## config.mk

```make
export PLATFORM = sky130hd
export DESIGN_NAME = axil_regfile_gen
export DESIGN_NICKNAME = d
export VERILOG_FILES = /design/src/rtl/axil_regfile_gen.sv
export SDC_FILE = /design/constraint.sdc
export NUM_CORES = 1
export LEC_CHECK = 0
export BUFFER_PORTS_ARGS = -buffer_cell sky130_fd_sc_hd__buf_2
export CAP_MARGIN = 15
export CORE_AREA = 2 2 456 458
export DETAILED_ROUTE_END_ITERATION = 10
export DIE_AREA = 0 0 458 460
export GPL_TIMING_DRIVEN = 0
export PLACE_DENSITY = 0.4
export SYNTH_ARGS = -nofsm -noshare
export SYNTH_HDL_FRONTEND = slang
export SYNTH_SLANG_ARGS = --single-unit
export TNS_END_PERCENT = 20
```

## constraint.sdc

```tcl
create_clock -name clk -period 2.1 [get_ports clk]
set_input_delay 0.105 -clock clk [delete_from_list [all_inputs] [get_ports clk]]
set_output_delay 0.105 -clock clk [all_outputs]
set_load 0.03 [all_outputs]
```

## src/rtl/axil_regfile_gen.sv

```systemverilog
// AXI4-Lite register file with per-register access modes (RW/RO/W1C/SC), PL write ports and masked irq.
// Optional: define AXIL_REGFILE_LOCK_EN to add a lock input that blocks PS writes to RW/SC registers.
module axil_regfile_gen #(
    parameter int                      ADDR_WIDTH      = 8,
    parameter int                      NUM_REGS        = 16,
    parameter logic [2*NUM_REGS-1:0]   REG_MODE        = {NUM_REGS{2'b00}},
    parameter logic [32*NUM_REGS-1:0]  REG_RESET       = {NUM_REGS*32{1'b0}},
    parameter int                      IRQ_STS_IDX     = 0,
    parameter int                      IRQ_MSK_IDX     = 1,
    parameter bit                      PIPELINE_OUTPUT = 1'b0
) (
    input  logic                       clk,
    input  logic                       rst_n,
`ifdef AXIL_REGFILE_LOCK_EN
    input  logic                       lock,
`endif
    input  logic [NUM_REGS-1:0]        pl_wr_en,
    input  logic [32*NUM_REGS-1:0]     pl_wr_data,
    output logic [32*NUM_REGS-1:0]     reg_q,
    output logic [NUM_REGS-1:0]        ps_wr_pulse,
    output logic                       irq,
    input  logic [ADDR_WIDTH-1:0]      s_axil_awaddr,
    input  logic [2:0]                 s_axil_awprot,
    input  logic                       s_axil_awvalid,
    output logic                       s_axil_awready,
    input  logic [31:0]                s_axil_wdata,
    input  logic [3:0]                 s_axil_wstrb,
    input  logic                       s_axil_wvalid,
    output logic                       s_axil_wready,
    output logic [1:0]                 s_axil_bresp,
    output logic                       s_axil_bvalid,
    input  logic                       s_axil_bready,
    input  logic [ADDR_WIDTH-1:0]      s_axil_araddr,
    input  logic [2:0]                 s_axil_arprot,
    input  logic                       s_axil_arvalid,
    output logic                       s_axil_arready,
    output logic [31:0]                s_axil_rdata,
    output logic [1:0]                 s_axil_rresp,
    output logic                       s_axil_rvalid,
    input  logic                       s_axil_rready
);
    localparam logic [1:0] MODE_RW  = 2'd0;
    localparam logic [1:0] MODE_RO  = 2'd1;
    localparam logic [1:0] MODE_W1C = 2'd2;
    localparam logic [1:0] MODE_SC  = 2'd3;
    localparam int         IDX_W    = ADDR_WIDTH - 2;

    logic [NUM_REGS-1:0][31:0] regs, regs_nxt;
    logic [IDX_W-1:0]          aw_idx, ar_idx;
    logic                      wr_start, wr_hs, rd_start, rd_hs, rd_pop;
    logic                      aw_hit, ar_hit, ps_locked;
    logic [1:0]                aw_mode, wr_resp;
    logic [NUM_REGS-1:0]       wr_commit;
    logic [31:0]               strb_mask, rd_data, ps_mask, pl_val;
    logic                      rd_valid, pipe_valid;
    logic [31:0]               rd_q, pipe_data;
    logic [1:0]                rd_resp_q, pipe_resp;
    logic                      unused_bits;

    assign unused_bits = ^{s_axil_awprot, s_axil_arprot, s_axil_awaddr[1:0], s_axil_araddr[1:0]};

    assign aw_idx    = s_axil_awaddr[ADDR_WIDTH-1:2];
    assign ar_idx    = s_axil_araddr[ADDR_WIDTH-1:2];
    assign wr_hs     = s_axil_awvalid && s_axil_awready && s_axil_wvalid && s_axil_wready;
    assign rd_hs     = s_axil_arvalid && s_axil_arready;
    assign wr_start  = s_axil_awvalid && s_axil_wvalid && !s_axil_awready && !s_axil_wready
                       && (!s_axil_bvalid || s_axil_bready);
    assign rd_start  = s_axil_arvalid && !s_axil_arready
                       && (!rd_valid || s_axil_rready || (PIPELINE_OUTPUT && !pipe_valid));
    assign rd_pop    = PIPELINE_OUTPUT ? (!pipe_valid || s_axil_rready) : s_axil_rready;
    assign strb_mask = {{8{s_axil_wstrb[3]}}, {8{s_axil_wstrb[2]}},
                        {8{s_axil_wstrb[1]}}, {8{s_axil_wstrb[0]}}};

`ifdef AXIL_REGFILE_LOCK_EN
    assign ps_locked = lock && (aw_mode == MODE_RW || aw_mode == MODE_SC);
`else
    assign ps_locked = 1'b0;
`endif

    always_comb begin
        aw_hit  = 1'b0;
        aw_mode = MODE_RW;
        ar_hit  = 1'b0;
        rd_data = 32'h0;
        for (int k = 0; k < NUM_REGS; k++) begin
            if (aw_idx == IDX_W'(k)) begin
                aw_hit  = 1'b1;
                aw_mode = REG_MODE[2*k +: 2];
            end
            if (ar_idx == IDX_W'(k)) begin
                ar_hit  = 1'b1;
                rd_data = regs[k];
            end
        end
        if (!aw_hit)
            wr_resp = 2'b11;
        else if (aw_mode == MODE_RO || ps_locked)
            wr_resp = 2'b10;
        else
            wr_resp = 2'b00;
    end

    // PS wins on strobed lanes; for W1C a PL set beats a simultaneous PS clear.
    always_comb begin
        regs_nxt  = regs;
        wr_commit = '0;
        ps_mask   = 32'h0;
        pl_val    = 32'h0;
        for (int k = 0; k < NUM_REGS; k++) begin
            wr_commit[k] = wr_hs && (wr_resp == 2'b00) && (aw_idx == IDX_W'(k));
            ps_mask      = wr_commit[k] ? strb_mask : 32'h0;
            pl_val       = pl_wr_en[k] ? pl_wr_data[32*k +: 32] : 32'h0;
            case (REG_MODE[2*k +: 2])
                MODE_W1C: regs_nxt[k] = (regs[k] & ~(ps_mask & s_axil_wdata)) | pl_val;
                MODE_RO:  regs_nxt[k] = pl_wr_en[k] ? pl_val : regs[k];
                MODE_SC:  regs_nxt[k] = (pl_val & ~ps_mask) | (s_axil_wdata & ps_mask);
                default:  regs_nxt[k] = ((pl_wr_en[k] ? pl_val : regs[k]) & ~ps_mask)
                                        | (s_axil_wdata & ps_mask);
            endcase
        end
    end

    always_ff @(posedge clk) begin
        if (!rst_n) begin
            regs           <= REG_RESET;
            s_axil_awready <= 1'b0;
            s_axil_wready  <= 1'b0;
            s_axil_bvalid  <= 1'b0;
            s_axil_bresp   <= 2'b00;
            s_axil_arready <= 1'b0;
            ps_wr_pulse    <= '0;
            irq            <= 1'b0;
            rd_valid       <= 1'b0;
            rd_q           <= 32'h0;
            rd_resp_q      <= 2'b00;
            pipe_valid     <= 1'b0;
            pipe_data      <= 32'h0;
            pipe_resp      <= 2'b00;
        end else begin
            regs           <= regs_nxt;
            s_axil_awready <= wr_start;
            s_axil_wready  <= wr_start;
            s_axil_arready <= rd_start;
            ps_wr_pulse    <= wr_commit;
            irq            <= |(regs[IRQ_STS_IDX] & regs[IRQ_MSK_IDX]);
            if (wr_hs) begin
                s_axil_bvalid <= 1'b1;
                s_axil_bresp  <= wr_resp;
            end else if (s_axil_bready) begin
                s_axil_bvalid <= 1'b0;
            end
            if (rd_hs) begin
                rd_valid  <= 1'b1;
                rd_q      <= ar_hit ? rd_data : 32'h0;
                rd_resp_q <= ar_hit ? 2'b00 : 2'b11;
            end else if (rd_pop) begin
                rd_valid  <= 1'b0;
            end
            if (PIPELINE_OUTPUT && (!pipe_valid || s_axil_rready)) begin
                pipe_valid <= rd_valid;
                pipe_data  <= rd_q;
                pipe_resp  <= rd_resp_q;
            end
        end
    end

    assign reg_q         = regs;
    assign s_axil_rvalid = PIPELINE_OUTPUT ? pipe_valid : rd_valid;
    assign s_axil_rdata  = PIPELINE_OUTPUT ? pipe_data  : rd_q;
    assign s_axil_rresp  = PIPELINE_OUTPUT ? pipe_resp  : rd_resp_q;

endmodule

```

Yosys cells after proc, flatten, opt, wreduce, memory -nomap -nowiden
Cells that the tools add are included.
{ "word_totals": {"reg_bits": 569, "out_inout_bits": 570, "elab_cells": 246} }
{ "op_classes": {"n_eq_ne": 30, "n_mux": 87, "n_bitwise": 65, "n_reduce_logical": 39} }
{ "ops": {"columns": ["op", "n"], "rows": [
  ["32-bit two-way mux", 49],
  ["32-bit AND", 33],
  ["32-bit NOT", 16],
  ["32-bit bitwise OR", 16],
  ["6-bit by 4-bit == test with 1-bit output, second input constant", 16],
  ["6-bit by 3-bit == test with 1-bit output, second input constant", 8],
  ["1-bit two-way mux", 36],
  ["32-bit OR reduction", 1],
  ["1-bit logical AND", 27],
  ["6-bit by 2-bit == test with 1-bit output, second input constant", 4],
  ["6-bit by 1-bit == test with 1-bit output, second input constant", 2],
  ["6-bit zero test", 2],
  ["1-bit zero test", 4],
  ["2-bit two-way mux", 2],
  ["2-bit nonzero test", 2],
  ["2-bit zero test", 1],
  ["1-bit logical OR", 2]
]} }

Depth between registers and ports, before layout
{ "depth": {"word_depth": 25, "mapped_depth": 11} }

Worst setup path after synthesis
OpenSTA, ideal clock, no wires.
{ "synth_timing": {"path_kind": "register to register", "start": "register s_axil_wready", "end": "register (tool-made name)", "arrival_time_ps": 1914, "setup_slack_ps": 70, "path_stages_with_launch": 8, "path_cell_list": "dfxtp_1 > and3_1 > clkbuf_1 > nand4b_1 > nor2_1 > nand2_1 > clkbuf_1 > o211a_1"} }
{ "synth_lines": {"columns": ["element", "line", "source"], "rows": [
  ["from (decl)", "29", "output logic s_axil_wready,"],
  ["from (signal assigned)", "142", "s_axil_wready <= wr_start;"]
]} }

==> flow_summary.ini <==
[outcome]
outcome = finished with violations
violations = hold timing, setup timing

[final_layout]
area_growth_pct = 63.7
post-route-util = 0.240
design_area_mm2 = 0.0494
layout-drive-gt1-share = 0.320
fillers = 22600
fin_nets = 5624

[global_routing]
grt_max_degree = 12
overflow = 0
grt_pass1_wl_um = 391000
antenna_found_initial = 70
grt_pass1_vias = 36100
grtUsageTotal = 0.286

[synthesis]
synthesis.nets = 3833
synthArstFlopShare = 0
syn_avg_cell_area_um2 = 9.32
yosysWarnings = 0
synth-edff-count = 0
synth_top_cell_by_area = dfxtp_1
syn_area_mm2 = 0.0302
synth-seq-cells = 567
synthCells = 3240
ys_top_cells_by_area = dfxtp_1 (38%), mux2i_1 (18%), o211a_1 (17%), nand2_1 (8.5%), clkbuf_1 (3.3%)
synth_cell_types = 69
synthFlopType = dfxtp_1
synth.top_cell.area_share = 0.376
seq_area_frac_synth = 0.376

[pwr]
p_per_area_mw_per_mm2 = 701
ir_drop_uv = 612
p_leak_nw = 26.9

[worst_setup_path]
critPathRequiredTime_ns = 2.71
crit_type = in -> reg
ff2ff_path_depth = 6
cp.arrival_ns = 2.87
endpoint_kind = flip-flop
critPathMaxFanout = 10
worstSetupStartpointType = primary input

[timing]
clock.fmax_ghz = 0.441
fin_hold_ws_ns = -0.00538
setup_ws_ns = -0.166
finalCritPeriodShare = 1.08
hold_viol_final = 1
slew_headroom = 0.114
tns_ns = -2.91
finClkSkew_ns = 0.0377
finalCriticalPeriod_ns = 2.27
setup_viol = 52
rsz0062_at_grt = true
slew_viol_final = 0
worstMarginPinSlew_ns = 1.33

[floorplan]
ios = 1163
placementRows = 167
die-area_mm2 = 0.211
dieHeight_um = 460
design.core.area_mm2 = 0.206
start_util = 0.147
die_x_um = 458

[clock_tree]
cts_buffer_depth = 3
cts.sinks = 567
path_clk_slew_ns = 0.06
cts_buffers = 78
clkLatencyLatePin_ns = 0.74
cts_max_level = 3
cts_tree = yes
cts_root_buffer = clkbuf_16

[placement]
hpwl_um = 265000
port_buffers = 1096
gp_congestion = 0.939
dpl_cell_area_mm2 = 0.0398
place_ws_ns = -2.16

[routing]
drtIter0Drc = 3561
firstDrtPassIters = 8
routed_wl_um = 315000
vias = 37100
ant_nets = 0
vias_per_cell = 4.74
drc_errors = 0
wire_per_inst_um = 40.2

[worst_hold_path]
hp-class = in -> reg
hold_depth = 4

[run]
cap_violations = 0
-- path summary, 6_finish.rpt --
kind,from,end,slack [ns]
setup / recovery,s_axil_wstrb[2],flip-flop,-0.17
hold / removal,s_axil_araddr[6],s_axil_rdata[8],-0.005
setup reg to reg,flip-flop,s_axil_rdata[26],-0.09
hold reg to reg,s_axil_rdata[12],s_axil_rdata[12],0.46
-- cell type report --
type,instances,area [um^2],share of cell area
antenna,40,100,0.00202
clock buffer,122,2390,0.0484
inverter,6,22.5,0.000456
timing repair buffer,1712,11900,0.241
multi-input combinational,2321,17900,0.362
buffer,345,2090,0.0424
sequential,567,11400,0.230
clock inverter,21,228,0.00461
tap,2704,3380,0.0684
-- cell families after synthesis --
kind of cell,count (synthesis),share of synthesized area
buf+inv,352,0.0476
flops,567,0.376
simple gates,852,0.118
compound gates,895,0.255
mux,574,0.204
-- layout by cell type, fill, tap and decap left out, types with 40 or more instances in the layout --
| cell | n |
|---|---|
| buf_8 | 45 |
| mux2i_1 | 525 |
| nand2_1 | 636 |
| buf_2 | 1112 |
| nor2_1 | 43 |
| o211a_1 | 512 |
| clkbuf_1 | 182 |
| dlygate4sd3_1 | 537 |
| o21ai_0 | 80 |
| clkbuf_16 | 85 |
| diode_2 | 40 |
| a21oi_1 | 61 |
| buf_4 | 51 |
| clkbuf_8 | 44 |
| a22oi_1 | 57 |
| nand2_2 | 41 |
| dfxtp_1 | 553 |
-- cell usage after synthesis, drive strengths merged, types with 3 or more instances --
cell,n
nand2,684
dfxtp,567
mux2i,529
o211a,512
clkbuf,268
o21ai,91
buf,78
nor2,70
a21oi,66
a22oi,62
o22ai,36
mux4,31
a221oi,25
nand3,21
a222oi,18
and2,18
o211ai,15
mux2,14
nor3,13
a31oi,10
a22o,9
nand2b,8
a211o,7
a211oi,7
and4,7
inv,6
a21boi,5
o2111ai,5
a32oi,4
a41oi,4
nand4b,4
nor2b,4
o221ai,4
nand4,3
or3,3
-- repair_timing --
action / CTS / global route
hold endpoints to repair: 528 / 0
pin swaps: 23 / 11
gates cloned: 4 / 1
setup endpoints to repair: 545 / 433
hold buffers: 537 / 0
buffers inserted: 22 / 6
resized for setup: 322 / 128
-- per-layer routing --
| metal | vias up | track usage | routed length, um |
|---|---|---|---|
| met1 | 18900 | 0.356 | 130000 |
| met5 | - | 0 | 126 |
| met2 | 2114 | 0.485 | 149000 |
| met3 | 430 | 0.0460 | 19700 |
| met4 | 18 | 0.129 | 16100 |
| li1 | 15700 | - | - |
-- report_power, final --
part | internal, mW | switching [mW]
Sequential | 11.4 | 1.33
Combinational | 2.88 | 4.91
Clock | 8.21 | 5.98
-- worst max-delay path, cell delays in order --
cell	delay (ns)
clkbuf_1	0.67
clkbuf_1	1.00
nand2_1	0.51
clkbuf_4	0.35
o211a_1	0.23
-- per-stage QoR --
step | cells | total power, mW | hold WS [ns]
final | 7838 | 34.7 | -0.00538
after global routing | 7814 | 35.5 | 0.00146
after CTS | 7790 | 34.9 | 0.000819
after detailed placement | 7085 | 19.7 | 0.353
after global placement | 7040 | 19.6 | 0.346
after floorplan | 3240 | 15.5 | 0.249
No activity file was read; power rests on OpenSTA's default activity.
